### config.mk
export PLATFORM = sky130hd
export DESIGN_NAME = prod_burst_gen
export DESIGN_NICKNAME = d
export VERILOG_FILES = /design/src/rtl/prod_burst_gen.sv
export SDC_FILE = /design/constraint.sdc
export NUM_CORES = 1
export LEC_CHECK = 0
export CORE_MARGIN = 2
export CORE_UTILIZATION = 59
export CTS_CLUSTER_DIAMETER = 80
export DETAILED_ROUTE_END_ITERATION = 8
export DONT_BUFFER_PORTS = 1
export PLACE_DENSITY = 0.85
export RECOVER_POWER = 50
export SYNTH_ARGS = -nofsm -noshare
export SYNTH_HDL_FRONTEND = slang
export SYNTH_SLANG_ARGS = --single-unit
### constraint.sdc
create_clock -name clk -period 6 [get_ports clk]
set_input_delay 1.2 -clock clk [delete_from_list [all_inputs] [get_ports clk]]
set_output_delay 1.2 -clock clk [all_outputs]
set_load 0.02 [all_outputs]
### src/rtl/prod_burst_gen.sv
// prod_burst_gen: pseudo-random burst traffic producer with a val/rdy handshake.
//
// Emits bursts of valid beats separated by idle gaps. Burst length, gap length
// and random data are drawn from a 16-bit Galois LFSR (mask 16'hB400) that
// advances on every non-reset cycle. All draws in a cycle use the LFSR value
// held in that cycle, before it advances.
//
// Ports:
//   clk        in   rising-edge clock
//   rst        in   synchronous active-high reset
//   en         in   permits a new burst to start (never truncates a burst)
//   mode       in   data mode sampled at burst start:
//                   0 random, 1 incrementing, 2 burst index, 3 same as 0
//   rdy        in   consumer ready; a beat transfers when val && rdy
//   val        out  beat valid
//   data       out  beat data (DATA_W bits)
//   last       out  final beat of the burst, qualified by val
//   burst_cnt  out  number of completed bursts, wraps at 2^CNT_W
module prod_burst_gen #(
    parameter int          DATA_W    = 8,
    parameter int          MIN_VALID = 3,
    parameter int          MAX_VALID = 5,
    parameter int          MIN_IDLE  = 1,
    parameter int          MAX_IDLE  = 4,
    parameter int          DATA_MAX  = 5,
    parameter logic [15:0] SEED      = 16'hACE1,
    parameter int          CNT_W     = 16
) (
    input  logic              clk,
    input  logic              rst,
    input  logic              en,
    input  logic [1:0]        mode,
    input  logic              rdy,
    output logic              val,
    output logic [DATA_W-1:0] data,
    output logic              last,
    output logic [CNT_W-1:0]  burst_cnt
);

    localparam int          V_SPAN    = MAX_VALID - MIN_VALID + 1;
    localparam int          I_SPAN    = MAX_IDLE - MIN_IDLE + 1;
    localparam int          BL_W      = $clog2(MAX_VALID + 1);
    localparam int          GAP_W     = $clog2(MAX_IDLE + 1);
    // An all-zero Galois LFSR would lock up, so a zero seed is replaced.
    localparam logic [15:0] SEED_EFF  = (SEED == 16'h0000) ? 16'h0001 : SEED;
    localparam logic [15:0] LFSR_MASK = 16'hB400;

    typedef enum logic {
        ST_GAP,
        ST_BURST
    } state_t;

    state_t             state_q,      state_d;
    logic               val_q,        val_d;
    logic               last_q,       last_d;
    logic [DATA_W-1:0]  data_q,       data_d;
    logic [CNT_W-1:0]   burst_cnt_q,  burst_cnt_d;
    logic [DATA_W-1:0]  seq_q,        seq_d;
    logic [1:0]         mode_q,       mode_d;
    logic [GAP_W-1:0]   gap_cnt_q,    gap_cnt_d;
    logic [BL_W-1:0]    beats_left_q, beats_left_d;
    logic [15:0]        lfsr_q,       lfsr_d;

    logic [BL_W-1:0]    len_draw;
    logic [GAP_W-1:0]   gap_draw;
    logic [1:0]         mode_eff;

    // Length uses the high LFSR byte and gap the low byte, so the two draws
    // taken from the same LFSR value are not trivially correlated.
    assign len_draw = BL_W'(MIN_VALID + (int'(lfsr_q[15:8]) % V_SPAN));
    assign gap_draw = GAP_W'(MIN_IDLE + (int'(lfsr_q[7:0]) % I_SPAN));
    assign mode_eff = (mode == 2'd3) ? 2'd0 : mode;

    function automatic logic [DATA_W-1:0] beat_value(
        input logic [1:0]        m,
        input logic [15:0]       l,
        input logic [DATA_W-1:0] seq_val,
        input logic [CNT_W-1:0]  cnt
    );
        case (m)
            2'd1:    beat_value = seq_val;
            2'd2:    beat_value = DATA_W'(cnt);
            default: beat_value = DATA_W'(int'(l) % (DATA_MAX + 1));
        endcase
    endfunction

    always_comb begin
        state_d      = state_q;
        val_d        = val_q;
        last_d       = last_q;
        data_d       = data_q;
        burst_cnt_d  = burst_cnt_q;
        seq_d        = seq_q;
        mode_d       = mode_q;
        gap_cnt_d    = gap_cnt_q;
        beats_left_d = beats_left_q;
        lfsr_d       = {1'b0, lfsr_q[15:1]} ^ (lfsr_q[0] ? LFSR_MASK : 16'h0000);

        case (state_q)
            ST_GAP: begin
                // gap_cnt counts down to 1 and parks there until en allows
                // the next burst; the start edge is the last low cycle.
                if ((gap_cnt_q == GAP_W'(1)) && en) begin
                    beats_left_d = len_draw;
                    val_d        = 1'b1;
                    last_d       = (len_draw == BL_W'(1));
                    mode_d       = mode_eff;
                    data_d       = beat_value(mode_eff, lfsr_q, seq_q, burst_cnt_q);
                    state_d      = ST_BURST;
                end else if (gap_cnt_q > GAP_W'(1)) begin
                    gap_cnt_d = gap_cnt_q - GAP_W'(1);
                end
            end
            ST_BURST: begin
                // Without a transfer nothing changes, so the beat is held
                // stable under backpressure.
                if (val_q && rdy) begin
                    if (mode_q == 2'd1) begin
                        seq_d = seq_q + DATA_W'(1);
                    end
                    if (beats_left_q > BL_W'(1)) begin
                        beats_left_d = beats_left_q - BL_W'(1);
                        data_d       = beat_value(mode_q, lfsr_q, seq_d, burst_cnt_q);
                        last_d       = (beats_left_q == BL_W'(2));
                    end else begin
                        beats_left_d = '0;
                        val_d        = 1'b0;
                        last_d       = 1'b0;
                        burst_cnt_d  = burst_cnt_q + CNT_W'(1);
                        gap_cnt_d    = gap_draw;
                        state_d      = ST_GAP;
                    end
                end
            end
            default: state_d = ST_GAP;
        endcase
    end

    always_ff @(posedge clk) begin
        if (rst) begin
            state_q      <= ST_GAP;
            val_q        <= 1'b0;
            last_q       <= 1'b0;
            data_q       <= '0;
            burst_cnt_q  <= '0;
            seq_q        <= '0;
            mode_q       <= 2'd0;
            gap_cnt_q    <= GAP_W'(MIN_IDLE);
            beats_left_q <= '0;
            lfsr_q       <= SEED_EFF;
        end else begin
            state_q      <= state_d;
            val_q        <= val_d;
            last_q       <= last_d;
            data_q       <= data_d;
            burst_cnt_q  <= burst_cnt_d;
            seq_q        <= seq_d;
            mode_q       <= mode_d;
            gap_cnt_q    <= gap_cnt_d;
            beats_left_q <= beats_left_d;
            lfsr_q       <= lfsr_d;
        end
    end

    assign val       = val_q;
    assign last      = last_q;
    assign data      = data_q;
    assign burst_cnt = burst_cnt_q;

endmodule

# Word level (Yosys, flattened, before mapping)
# Cells that the tools add are included.
# op_classes
n_eq_ne	14
order_cmp	2
reduce_logical	9
bitwise_logic	3
muxes	30
add_sub_neg	6
div	2
# ops
operator	count
$pmux W8 S2	3
$mod A17 B4 Y32 const B	1
$mod A9 B3 Y32 const B	1
$mux W8	4
$mux W3	7
$add A16 B1 Y16 const B	1
$mux W16	1
$xor A15 B16 Y16	1
$pmux W3 S2	2
$mux W1	9
$reduce_and A3 Y1	3
$add A8 B1 Y8 const B	1
$ne A2 B2 Y1 const B	4
$eq A2 B2 Y1 const B	3
$eq A3 B1 Y1 const B	2
$gt A3 B1 Y1 const B	2
$pmux W1 S2	3
$reduce_and A2 Y1	3
$sub A3 B1 Y3 const B	2
$eq A2 B1 Y1 const B	2
$ne A2 B1 Y1 const B	2
$reduce_and A4 Y1	1
$add A1 B2 Y3 const A	1
$add A3 B3 Y3 const A	1
other kinds (4)	6
# word_totals
register_bits	59
out_inout_bits	26
word_cells	76

# Longest topological paths before layout
# depth
word_depth	6
mapped_depth	29
mapped_depth_nobuf	25

# Least setup slack after synthesis
# OpenSTA, ideal clock, no wires.
# synth_path
kind	register -> register
start	register lfsr_q[14]
end	register data_q[6] (netlist: data[6])
slack_ns	0.101
path_stages_with_launch	26
path_buffers	4
arrival_ns	5.820
t_required_ns	5.921
synth_period_minus_slack_ns	5.899
cell_sequence	dfxtp_1 -> buf_6 -> clkbuf_1 -> clkbuf_1 -> ha_1 -> buf_2 -> nand3b_4 -> and2_1 -> o221a_1 -> a221oi_4 -> nand3_1 -> o211a_1 -> a211o_1 -> a221o_1 -> o31ai_4 -> nor3_4 -> a311oi_1 -> a21oi_1 -> a21o_1 -> or3_1 -> xnor2_1 -> o31a_1 -> o31a_4 -> nor4_4 -> xnor2_1 -> a211oi_2
# synth_via
elab_chain_cells	5
elab_cells_between_ends	7
cone_classes	1 x div; 6 x mux
# synth_lines
item	line	rtl
start, declared	62	logic [15:0] lfsr_q, lfsr_d;
start signal, assigned	161	lfsr_q <= lfsr_d;
$mod A17 B4 Y32 (*)	83	default: beat_value = DATA_W'(int'(l) % (DATA_MAX + 1));
$pmux W8 S2	80	case (m)
$mux W8	121	if (beats_left_q > BL_W'(1)) begin
$mux W8	117	if (val_q && rdy) begin
$pmux W8 S2 (*)	99	case (state_q)
end signal, assigned	155	data_q <= data_d;
end, declared	56	logic [DATA_W-1:0] data_q, data_d;
# Every way passes the cells marked *; elsewhere a longest branch is shown, timed or not. The select of a mux whose other input is x is not followed.
# A chain may end at the register's enable or synchronous reset.

# Worst setup path in the final report
# Ends and elaborated chain as after synthesis.

==> impl_metrics.toml <==
[status]
outcome = "finished, final reports clean"

[finish]
num_antenna_cells = 0
nNetsFinal = 811
finalCoreUtilization_pct = 64.0
area_growth_syn_to_layout_pct = 6.54
finalInstanceArea_um2 = 6550
post_route_cells_drive_above_1_share_pct = 15.5

[setup_path]
path_max_fanout = 7
path_buf_inv = 1
crit_chain = "ha_2 -> and4b_1 -> o221ai_1 -> o221ai_1 -> a211o_1 -> o311ai_1 -> o211a_1 -> nand2_2 -> o221a_2 -> o31ai_4 -> nor3_4 -> buf_12 -> o41ai_4 -> o2111ai_1 -> mux2_2 -> o22ai_4 -> a21o_1 -> nand4_2 -> o31a_4 -> nor4_4 -> xnor2_1 -> a211oi_2"
r2r_end = "data[6]"
critical_path_class = "reg2reg"
crit_family = "compound AO/OA/AOI/OAI gates"
crit_top_cell = "o221ai_1"
cp-start-kind = "register"
crit_arrival_ns = 6.05
rr_startpoint = "lfsr_q[14]"
worstRegToRegCells = 22
critPathMaxStageDelay_ns = 0.39
cp.required_ns = 6.27
slowest_stage = "ha_2"
critPathCaptureType = "register"
regToRegSetupSlack_ns = 0.21

[drt]
pre_repair_dr_iteration_count = 5
drt-met1-wl_um = 6950
detail_route.vias_per_cell = 6.76
via_count = 6241
met2WireLength_um = 7780
drc_errors = 0
number_of_design_rule_violations_left_by_the_first_detailed_router_iteration = 474
met3_wirelength_um = 1040
ant_nets = 0
drt-total-wl_um = 16200
post_detailed_route_wirelength_per_cell_um = 17.5
highest-signal-layer = "met4"

[placed_design]
gp_congestion = 0.963
dpl_cell_area_um2 = 6160
placement.io_buffers = 0
dpl.hpwl_um = 11300

[global_route]
grt_first_pass_wirelength_um = 26700
grt_usage_pct = 28.3
pin_count_of_the_biggest_net_entering_global_routing = 62
grt_pass1_vias = 5866
grt_remaining_overflow = 0
grt_antenna_before_repair = 0

[synthesis]
synthesis.instances = 812
post_synth_mux_area_share_pct = 2.38
synth-async-reset-ratio_pct = 0
synth_nets = 841
synth.cell_area_um2 = 6140
top_area_cell_type_share_of_the_netlist_area_pct = 19.2
synth_top_family_by_area = "compound AO/OA/AOI/OAI gates"
synth_compound_area_share_pct = 34.7
synth_warnings = 0
synth_enable_flop_cells = 0
synth_xor_area_share_pct = 6.96
synth-adder-area-share_pct = 4.68
postSynthRegisterBits = 59
synth_top_cells_by_area = "dfxtp_1 19%, nor2_1 5.4%, ha_1 4.7%"
post_synth_and_or_nand_nor_area_fraction_pct = 25.5
synth_area_leader_cell = "dfxtp_1"
synth_flop_cell = "dfxtp_1"
synth_seq_area_share_pct = 19.2
syn_avg_cell_area_um2 = 7.57
synthDistinctLibCells = 103

[min_path]
worst_hold_path_type = "reg2reg"
min-delay-start = "seq_q[1]"
timing.hold.worst_path_depth = 2
timing.hold.worst_endpoint = "seq_q[1]"

[die]
die_height_um = 106
design.portCount = 32
initial_utilization_pct = 60.1
placeableCoreArea_um2 = 10200
die_x_um = 106
die_area_um2 = 11200
floorplan.rows = 37

[clock_network]
path_clk_slew_ns = 0.07
postCtsHoldBufs = 0
master_cell_of_the_clock_root_buffer = "clkbuf_8"
clock_latency_late_sink_ns = 0.35
ctsHtreeMaxLevel = 3
cts_inserted_buffers = 9
cts_num_sinks = 59
tritoncts = "built"
clk_path_buf_depth = 2

[timing]
grt_setup_unrepaired = "true"
period_needed_ns = 5.79
max_freq_mhz = 173
timing.final.crit_share_pct = 96.4
worst_margin_slew_ns = 0.791
report.final.hold_viol_count = 0
setup-violations-final = 0
max-slew-margin-rel_pct = 47.2
finalMaxSlewViolations = 0
clock_skews_ns = 0.0108

[power_and_ir_drop]
ir_worst_vdd_mv = 0.245
leakage_power_total_nw = 2.49
powerDensity_nw_per_um2 = 301

[flow_run]
max-cap-violations = 0
==> layer usage <==
metal | global-route usage [%] | vias to the layer above
met4 | 11.3 | 0
met5 | 0 | -
met2 | 48.6 | 253
li1 | - | 2981
met1 | 35.5 | 2962
met3 | 4.41 | 45
==> cell type report <==
class / count / area [um^2]
tap: 136 / 170
inverter: 31 / 116
fill: 810 / 3680
multi-input combinational: 658 / 4710
timing repair buffer: 23 / 181
clock buffer: 11 / 131
sequential: 59 / 1180
clock inverter: 5 / 53.8
==> layout by cell type (no fill, tap or decap), types with 6 or more instances in the layout <==
master | netlist | routed
nand2b_1 | 7 | 7
o22ai_1 | 7 | 7
or3_1 | 7 | 7
o21ai_0 | 45 | 42
xnor2_1 | 23 | 23
clkbuf_8 | 0 | 9
nor3_1 | 21 | 20
inv_1 | 31 | 31
dfxtp_1 | 59 | 58
o31ai_1 | 6 | 6
and3_1 | 10 | 10
a221oi_1 | 6 | 6
mux2i_1 | 9 | 9
nand2_1 | 63 | 61
buf_4 | 3 | 21
a211oi_1 | 14 | 14
nor2_1 | 88 | 86
xor2_1 | 24 | 24
a21oi_2 | 3 | 6
ha_1 | 23 | 22
a21oi_1 | 47 | 44
nor2b_1 | 8 | 8
o211ai_1 | 13 | 13
a221o_1 | 16 | 16
a21o_1 | 8 | 8
a211o_1 | 6 | 6
o221a_2 | 10 | 10
a22oi_1 | 7 | 7
or2_2 | 9 | 9
nand4_1 | 9 | 9
nand3_1 | 37 | 36
==> worst max-delay path by stage <==
| stage | from | endpoint | cells after the start |
|---|---|---|---|
| 5_1_grt | lfsr_q[14] | data[2] | 22 |
| 3_5_place_dp | lfsr_q[15] | data[2] | 22 |
| 2_1_floorplan | lfsr_q[14] | data[6] | 25 |
| 3_3_place_gp | lfsr_q[15] | data[6] | 21 |
| 6_report | lfsr_q[14] | data[6] | 22 |
| 4_1_cts | lfsr_q[15] | data[2] | 22 |
==> worst min-delay path, stage by stage, from the launching register on <==
cell and delay, ns:
dfxtp_1 0.34, nand2_1 0.07, a21oi_1 0.06
==> through the flow <==
stage	hold slack [ns]	total power, mW	instances	setup WS (ns)	TNS [ns]
3_5_place_dp	0.492	1.52	900	-0.0372	-0.0372
2_1_floorplan	0.466	1.34	812	0.101	0
6_report	0.510	1.97	923	0.214	0
3_3_place_gp	0.471	1.48	900	0.271	0
4_1_cts	0.501	1.87	916	0.0860	0
5_1_grt	0.543	2.10	923	-0.0609	-0.0923
==> sequential cells by signal, summed over array words and instances (netlist names) <==
register,count
beats_left_q,3
last,1
gap_cnt_q,3
val,1
data,8
mode_q,2
burst_cnt,16
seq_q,8
state_q,1
lfsr_q,16
==> power breakdown <==
group          total (mW)  switching [mW]  internal, mW  leakage, nW
sequential          0.518          0.0849         0.433        0.483
clock               0.349           0.158         0.190       0.0971
combinational        1.10           0.648         0.454         1.91
==> what timing repair did <==
| item | 4_1_cts | 5_1_grt |
|---|---|---|
| gates resized for setup | 1 | 30 |
| cloned | 0 | 1 |
| pin swaps | 0 | 11 |
| buffers inserted | 0 | 6 |
| endpoints found under the setup margin | 2 | 7 |
==> kinds of logic (layout without fill, tap and decap cells) <==
logic type / Yosys count / count (layout)
simple gates: 301 / 301
mux: 14 / 14
buf+inv: 96 / 70
flops: 59 / 59
fa+ha+maj: 23 / 23
compound gates: 271 / 272
xor+xnor: 48 / 48
==> synth_stat cells, drive strengths merged, types with 4 or more instances <==
cell type and number:
a211o 6, a211oi 15, a21boi 5, a21o 8
a21oi 51, a221o 16, a221oi 7, a22oi 8
a311oi 5, and3 10, buf 18, clkbuf 47
dfxtp 59, ha 23, inv 31, mux2 5
mux2i 9, nand2 64, nand2b 7, nand3 38
nand3b 4, nand4 10, nor2 89, nor2b 8
nor3 22, nor3b 6, nor4 6, o2111ai 6
o211a 4, o211ai 17, o21a 7, o21ai 51
o221a 11, o221ai 6, o22ai 9, o31a 5
o31ai 8, or2 10, or3 7, or4 5
xnor2 24, xor2 24
No activity file was read; power rests on OpenSTA's default activity.
